File: src/rtl/iter_divider.sv
// Radix-2 restoring divider serving DIV/DIVU for the EX stage.
// Optional early-out for |dividend| < |divisor|: define DIV_EARLY_OUT_EN.
module iter_divider #(
    parameter int DATA_WIDTH = 32
) (
    input  logic                      clk,
    input  logic                      rst_n,
    input  logic                      div_en,
    input  logic                      sign_en,
    input  logic [DATA_WIDTH-1:0]     operand_1,
    input  logic [DATA_WIDTH-1:0]     operand_2,
    input  logic                      result_ack,
    input  logic                      cancel,
    output logic                      done,
    output logic                      busy,
    output logic [2*DATA_WIDTH-1:0]   result
);

    localparam int W  = DATA_WIDTH;
    localparam int CW = $clog2(W) + 1;

    // FIN is the single cycle between the final step and done rising
    typedef enum logic [1:0] {
        S_IDLE,
        S_CALC,
        S_FIN,
        S_DONE
    } state_t;

    state_t          state_q;
    logic [W-1:0]    quo_q;
    logic [W-1:0]    dvs_q;
    logic [W-1:0]    rem_q;
    logic [CW-1:0]   count_q;
    logic            q_sign_q;
    logic            r_sign_q;
    logic            done_q;
    logic            busy_q;
    logic [2*W-1:0]  result_q;

    logic [W-1:0]    abs1;
    logic [W-1:0]    abs2;
    logic            div_zero;
    logic            early_out;
    logic [W:0]      rem_sh;
    logic [W:0]      rem_diff;
    logic            rem_ge;
    logic [W-1:0]    rem_d;
    logic [W-1:0]    quo_d;
    logic [W-1:0]    q_fix;
    logic [W-1:0]    r_fix;

    // Operand magnitudes, zero/early-out detection and one restoring step
    always_comb begin
        abs1 = operand_1;
        abs2 = operand_2;
        if (sign_en && operand_1[W-1]) begin
            abs1 = W'(0) - operand_1;
        end
        if (sign_en && operand_2[W-1]) begin
            abs2 = W'(0) - operand_2;
        end
        div_zero = (operand_2 == W'(0));
`ifdef DIV_EARLY_OUT_EN
        early_out = !div_zero && (abs1 < abs2);
`else
        early_out = 1'b0;
`endif
        rem_sh   = {rem_q, quo_q[W-1]};
        rem_diff = rem_sh - {1'b0, dvs_q};
        rem_ge   = (rem_sh >= {1'b0, dvs_q});
        rem_d    = rem_ge ? rem_diff[W-1:0] : rem_sh[W-1:0];
        quo_d    = {quo_q[W-2:0], rem_ge};
        q_fix    = q_sign_q ? (W'(0) - quo_d) : quo_d;
        r_fix    = r_sign_q ? (W'(0) - rem_d) : rem_d;
    end

    // Control FSM with registered done/busy/result; cancel overrides all
    always_ff @(posedge clk or negedge rst_n) begin
        if (!rst_n) begin
            state_q  <= S_IDLE;
            quo_q    <= '0;
            dvs_q    <= '0;
            rem_q    <= '0;
            count_q  <= '0;
            q_sign_q <= 1'b0;
            r_sign_q <= 1'b0;
            done_q   <= 1'b0;
            busy_q   <= 1'b0;
            result_q <= '0;
        end else if (cancel) begin
            state_q <= S_IDLE;
            done_q  <= 1'b0;
            busy_q  <= 1'b0;
        end else begin
            unique case (state_q)
                S_IDLE: begin
                    if (div_en) begin
                        if (div_zero) begin
                            result_q <= {operand_1, {W{1'b1}}};
                            state_q  <= S_FIN;
                        end else if (early_out) begin
                            result_q <= {operand_1, {W{1'b0}}};
                            state_q  <= S_FIN;
                        end else begin
                            quo_q    <= abs1;
                            dvs_q    <= abs2;
                            rem_q    <= '0;
                            count_q  <= '0;
                            q_sign_q <= sign_en &
                                        (operand_1[W-1] ^ operand_2[W-1]);
                            r_sign_q <= sign_en & operand_1[W-1];
                            busy_q   <= 1'b1;
                            state_q  <= S_CALC;
                        end
                    end
                end
                S_CALC: begin
                    quo_q   <= quo_d;
                    rem_q   <= rem_d;
                    count_q <= count_q + CW'(1);
                    if (count_q == CW'(W - 1)) begin
                        result_q <= {r_fix, q_fix};
                        busy_q   <= 1'b0;
                        state_q  <= S_FIN;
                    end
                end
                S_FIN: begin
                    done_q  <= 1'b1;
                    state_q <= S_DONE;
                end
                S_DONE: begin
                    if (result_ack) begin
                        done_q  <= 1'b0;
                        state_q <= S_IDLE;
                    end
                end
                default: begin
                    state_q <= S_IDLE;
                end
            endcase
        end
    end

    assign done   = done_q;
    assign busy   = busy_q;
    assign result = result_q;

endmodule

File: config.mk
export PLATFORM = sky130hd
export DESIGN_NAME = iter_divider
export DESIGN_NICKNAME = d
export VERILOG_FILES = /design/src/rtl/iter_divider.sv
export SDC_FILE = /design/constraint.sdc
export NUM_CORES = 1
export LEC_CHECK = 0
export ABC_AREA = 0
export CAP_MARGIN = 15
export CORE_UTILIZATION = 55
export DETAILED_ROUTE_END_ITERATION = 8
export PLACE_DENSITY = 0.85
export SLEW_MARGIN = 40
export SYNTH_ARGS = -nofsm -noshare
export SYNTH_HDL_FRONTEND = slang
export SYNTH_SLANG_ARGS = --single-unit
File: constraint.sdc
create_clock -name clk -period 13.1 [get_ports clk]
set_input_delay 1.965 -clock clk [delete_from_list [all_inputs] [get_ports clk]]
set_output_delay 1.965 -clock clk [all_outputs]
set_load 0.01 [all_outputs]
==> flow_summary_export.csv <==
group,metric,value,unit
die,core_area,22570,µm²
die,dieArea,23610,µm²
timing,timing.fmax,164.5,MHz
detailed_routing,wire_per_inst,18.09,µm
layout,final_core_util,65.15,%
timing,tns,0,ns
worst_setup_path,path_delay_family,"simple AND/OR/NAND/NOR gates",
logic_synthesis,synth_area_leaders,"dfrtp_1 (34%), nand2_1 (6.6%), o21ai_0 (6.1%), a21oi_1 (5.3%), xnor2_1 (4.8%)",
worst_setup_path,start_kind,"input port",
worst_setup_path,required,13.48,ns
logic_synthesis,synth_cell_types,73,
logic_synthesis,netlist_area,12650,µm²
layout,n_antenna_cell,0,
grt,grt_max_degree,116,
timing,slew-limit-headroom,45.53,%
layout,drive_gt1_share,5.599,%
clock_network,insertion_delay,0.45,ns
grt,antenna_found_initial,0,
grt,grt_pass1_vias,11260,
worst_setup_path,cp_cell_sequence,"clkdlybuf4s50_1 > or4_1 > nor2_1 > and3_1 > nand4_1 > or3_1 > o31a_1 > nor3_4 > buf_4 > nand2_1 > or3_1 > nand3_1",
run_status,status,"complete, no violations",
detailed_routing,drt-vias-per-instance,6.181,
die,start_util,56.05,%
worst_setup_path,endpoint_kind,"flop",
timing,final_hold_viol_count,0,
detailed_routing,drt_iter0_drc,883,
layout,multi_input_area,7745,µm²
grt,grt_pass1_wl,57840,µm
worst_setup_path,cp_num_buf_inv,2,
detailed_routing,routed-via-count,12030,
clock_network,clock-sinks,172,
worst_setup_path,cp.arrival,6.46,ns
logic_synthesis,synth_warnings,0,
timing,maxSlewViolCount,0,
detailed_routing,detail-route-antenna-nets,0,
layout,nFillCells,1942,
run,maxCapViolCount,0,
timing,skew,0.01436,ns
logic_synthesis,synth-edff-count,0,
worst_setup_path,worstSetupPathType,"input port to flop",
layout,nNetsFinal,1760,
clock_network,ctsResizeCount,0,
logic_synthesis,ys_ff_latch,172,
layout,area_growth,16.23,%
die,die_h,153.7,µm
timing,period_share,46.42,%
clock_network,cts.clk_slew.worst_paths,0.08,ns
place,dp_slack,6.568,ns
power,powerDensity,196.2,nW/µm²
clock_network,post_cts_buffers,0,
min_path,min_path_type,"flop to flop",
detailed_routing,wirelength,35210,µm
place,place_hpwl,25710,µm
power,p_leak,6.220,nW
detailed_routing,drc,0,
logic_synthesis,yosys.area.top_type,"dfrtp_1",
clock_network,cts_made_buffers,17,
worst_setup_path,slowest_stage,"nand2_1",
layout,register_area,4307,µm²
logic_synthesis,syn_area_per_cell,8.013,µm²
die,fp.dieW,153.7,µm
grt,grt.overflow.total,0,
timing,rsz0062_at_grt,"no",
clock_network,ctsHoldBuffers,0,
place,io_buffers,135,
die,core.rowCount,55,
logic_synthesis,syn_inst,1579,
timing,worstMarginPinSlew,0.8171,ns
logic_synthesis,yosysTopAreaCellShare,34.02,%
power,peakVddDrop,0.00008741,V
timing,fin_crit,6.080,ns
logic_synthesis,synth_async_sr_flop_share,100.0,%
worst_setup_path,max_stage_delay,0.61,ns
clock_network,cts_buffer_depth,2,
place,numPlacedInstances,1912,
layout,fin_cells,1946,
timing,fin_ws,7.020,ns
clock_network,cts_root_buf,"clkbuf_16",
logic_synthesis,syn_nets,1691,
grt,grt_usage,30.52,%
logic_synthesis,synth_ff_type,"dfrtp_1",
worst_setup_path,critPathMostFrequentCell,"or3_1",
worst_setup_path,crit_fanout,64,
clock_network,cts_tree,"yes",
clock_network,htreeDepth,4,
die,io_pins,136,
logic_synthesis,ys_seq_area_share,34.02,%
timing,finalSetupViolations,0,
detailed_routing,dr.pass1.iters,5,
place,place_congestion,0.9338,
final cells by class:
type	instances	area share, %
Clock buffer	17	2.893
Tap cell	285	2.425
Timing Repair Buffer	145	10.01
Inverter	58	1.515
Sequential cell	172	29.29
Clock inverter	15	1.208
Multi-Input combinational cell	1254	52.67
worst paths after layout:
kind / start / to / slack (ns) / depth (start not counted)
hold reg to reg: result[36]$_DFFE_PN0P_ / result[36]$_DFFE_PN0P_ / 0.48 / 2
max in group asynchronous: rst_n / r_sign_q$_DFFE_PN0P_ / 10.67 / 2
min in group asynchronous: rst_n / result[33]$_DFFE_PN0P_ / 1.40 / 1
setup reg to reg: rem_q[9]$_DFFE_PN0P_ / result[58]$_DFFE_PN0P_ / 7.14 / 18
setup / recovery: operand_2[6] / result[61]$_DFFE_PN0P_ / 7.02 / 12
hold / removal: result[36]$_DFFE_PN0P_ / result[36]$_DFFE_PN0P_ / 0.48 / 2
layer usage:
metal	vias to the layer above	share of wire, %	global-route usage (%)
li1	5786	-	-
met1	5684	45	42.52
met2	506	46	49.18
met3	52	7.5	4.622
met4	0	1.7	8.905
met5	-	0	0
registers in the layout (all words and copies together) (netlist names), 2 cells and up:
name     count
result      64
dvs_q       32
quo_q       32
rem_q       32
count_q      6
state_q      2
stage by stage:
stage	cell area (µm²)	hold slack, ns	power, mW
finish	14710	0.4847	2.885
global route	14710	0.5077	3.085
CTS	14660	0.4874	2.858
detailed placement	14050	0.4710	2.331
global placement	14040	0.4624	2.282
floorplan	12650	0.4567	1.846
cell usage in the layout, fill, tap and decap left out, drive strengths merged, types with 9 or more instances in the layout:
cell type / instances
a21o: 13
a21oi: 135
a31oi: 21
and3: 13
buf: 11
clkbuf: 17
clkdlybuf4s50: 134
dfrtp: 172
ha: 41
inv: 65
mux2: 14
mux2i: 28
nand2: 223
nand3: 36
nand4: 20
nor2: 141
nor3: 28
nor4: 12
o211ai: 9
o21ai: 162
o22a: 17
o31ai: 34
o41ai: 17
or2: 12
or3: 29
or4: 15
xnor2: 70
xor2: 55
cells in the mapped netlist, drive strengths merged (4+ instances only):
library cell and n:
o21a 7, a21o 13, a31o 4, nand2b 8
a211oi 5, nand3 36, nor2 141, nand4 20
nand2 223, o41ai 17, o31a 7, and4 4
o211a 4, ha 41, xor2 55, clkbuf 69
and2 7, xnor2 70, a22o 6, o211ai 9
o31ai 34, inv 58, or4 15, o22ai 7
or3 29, and3 13, mux2 14, o21ai 162
o22a 17, a22oi 4, a31oi 21, mux2i 28
nor4 12, dfrtp 172, a21oi 135, a211o 5
nor2b 5, nor3 28, buf 26, or2 12
worst reg2reg max path, stage by stage, from the launching register on:
cell and delay [ns]:
dfrtp_1 0.46, ha_1 0.45, a211oi_1 0.54, o21bai_1 0.23, a211o_1 0.34, o21ai_4 0.35, nand2_8 0.26, inv_6 0.36
mux2i_1 0.42, ha_1 0.23, inv_1 0.07, nor3_1 0.24, and3_1 0.22, nand3_1 0.13, a221o_1 0.43, or2_0 0.38
o31ai_1 0.36, xor2_1 0.24, o22ai_1 0.11
cell families (layout without fill, tap and decap cells):
group	after synthesis	count (layout)	synth area share, %
mux	42	42	3.461
buf+inv	153	235	4.984
fa+ha+maj	42	42	4.213
compound gates	480	480	23.75
xor+xnor	125	125	8.653
flops	172	172	34.02
simple gates	565	565	20.92
power by group:
part	internal (mW)	total (mW)	switching, mW	leakage (nW)
sequential	0.726	0.908	0.182	2.11
clock	0.273	0.527	0.254	0.293
combinational	0.611	1.45	0.839	3.82
total	1.61	2.89	1.27	6.22
Note: power is estimated with default switching activity, not from simulation.
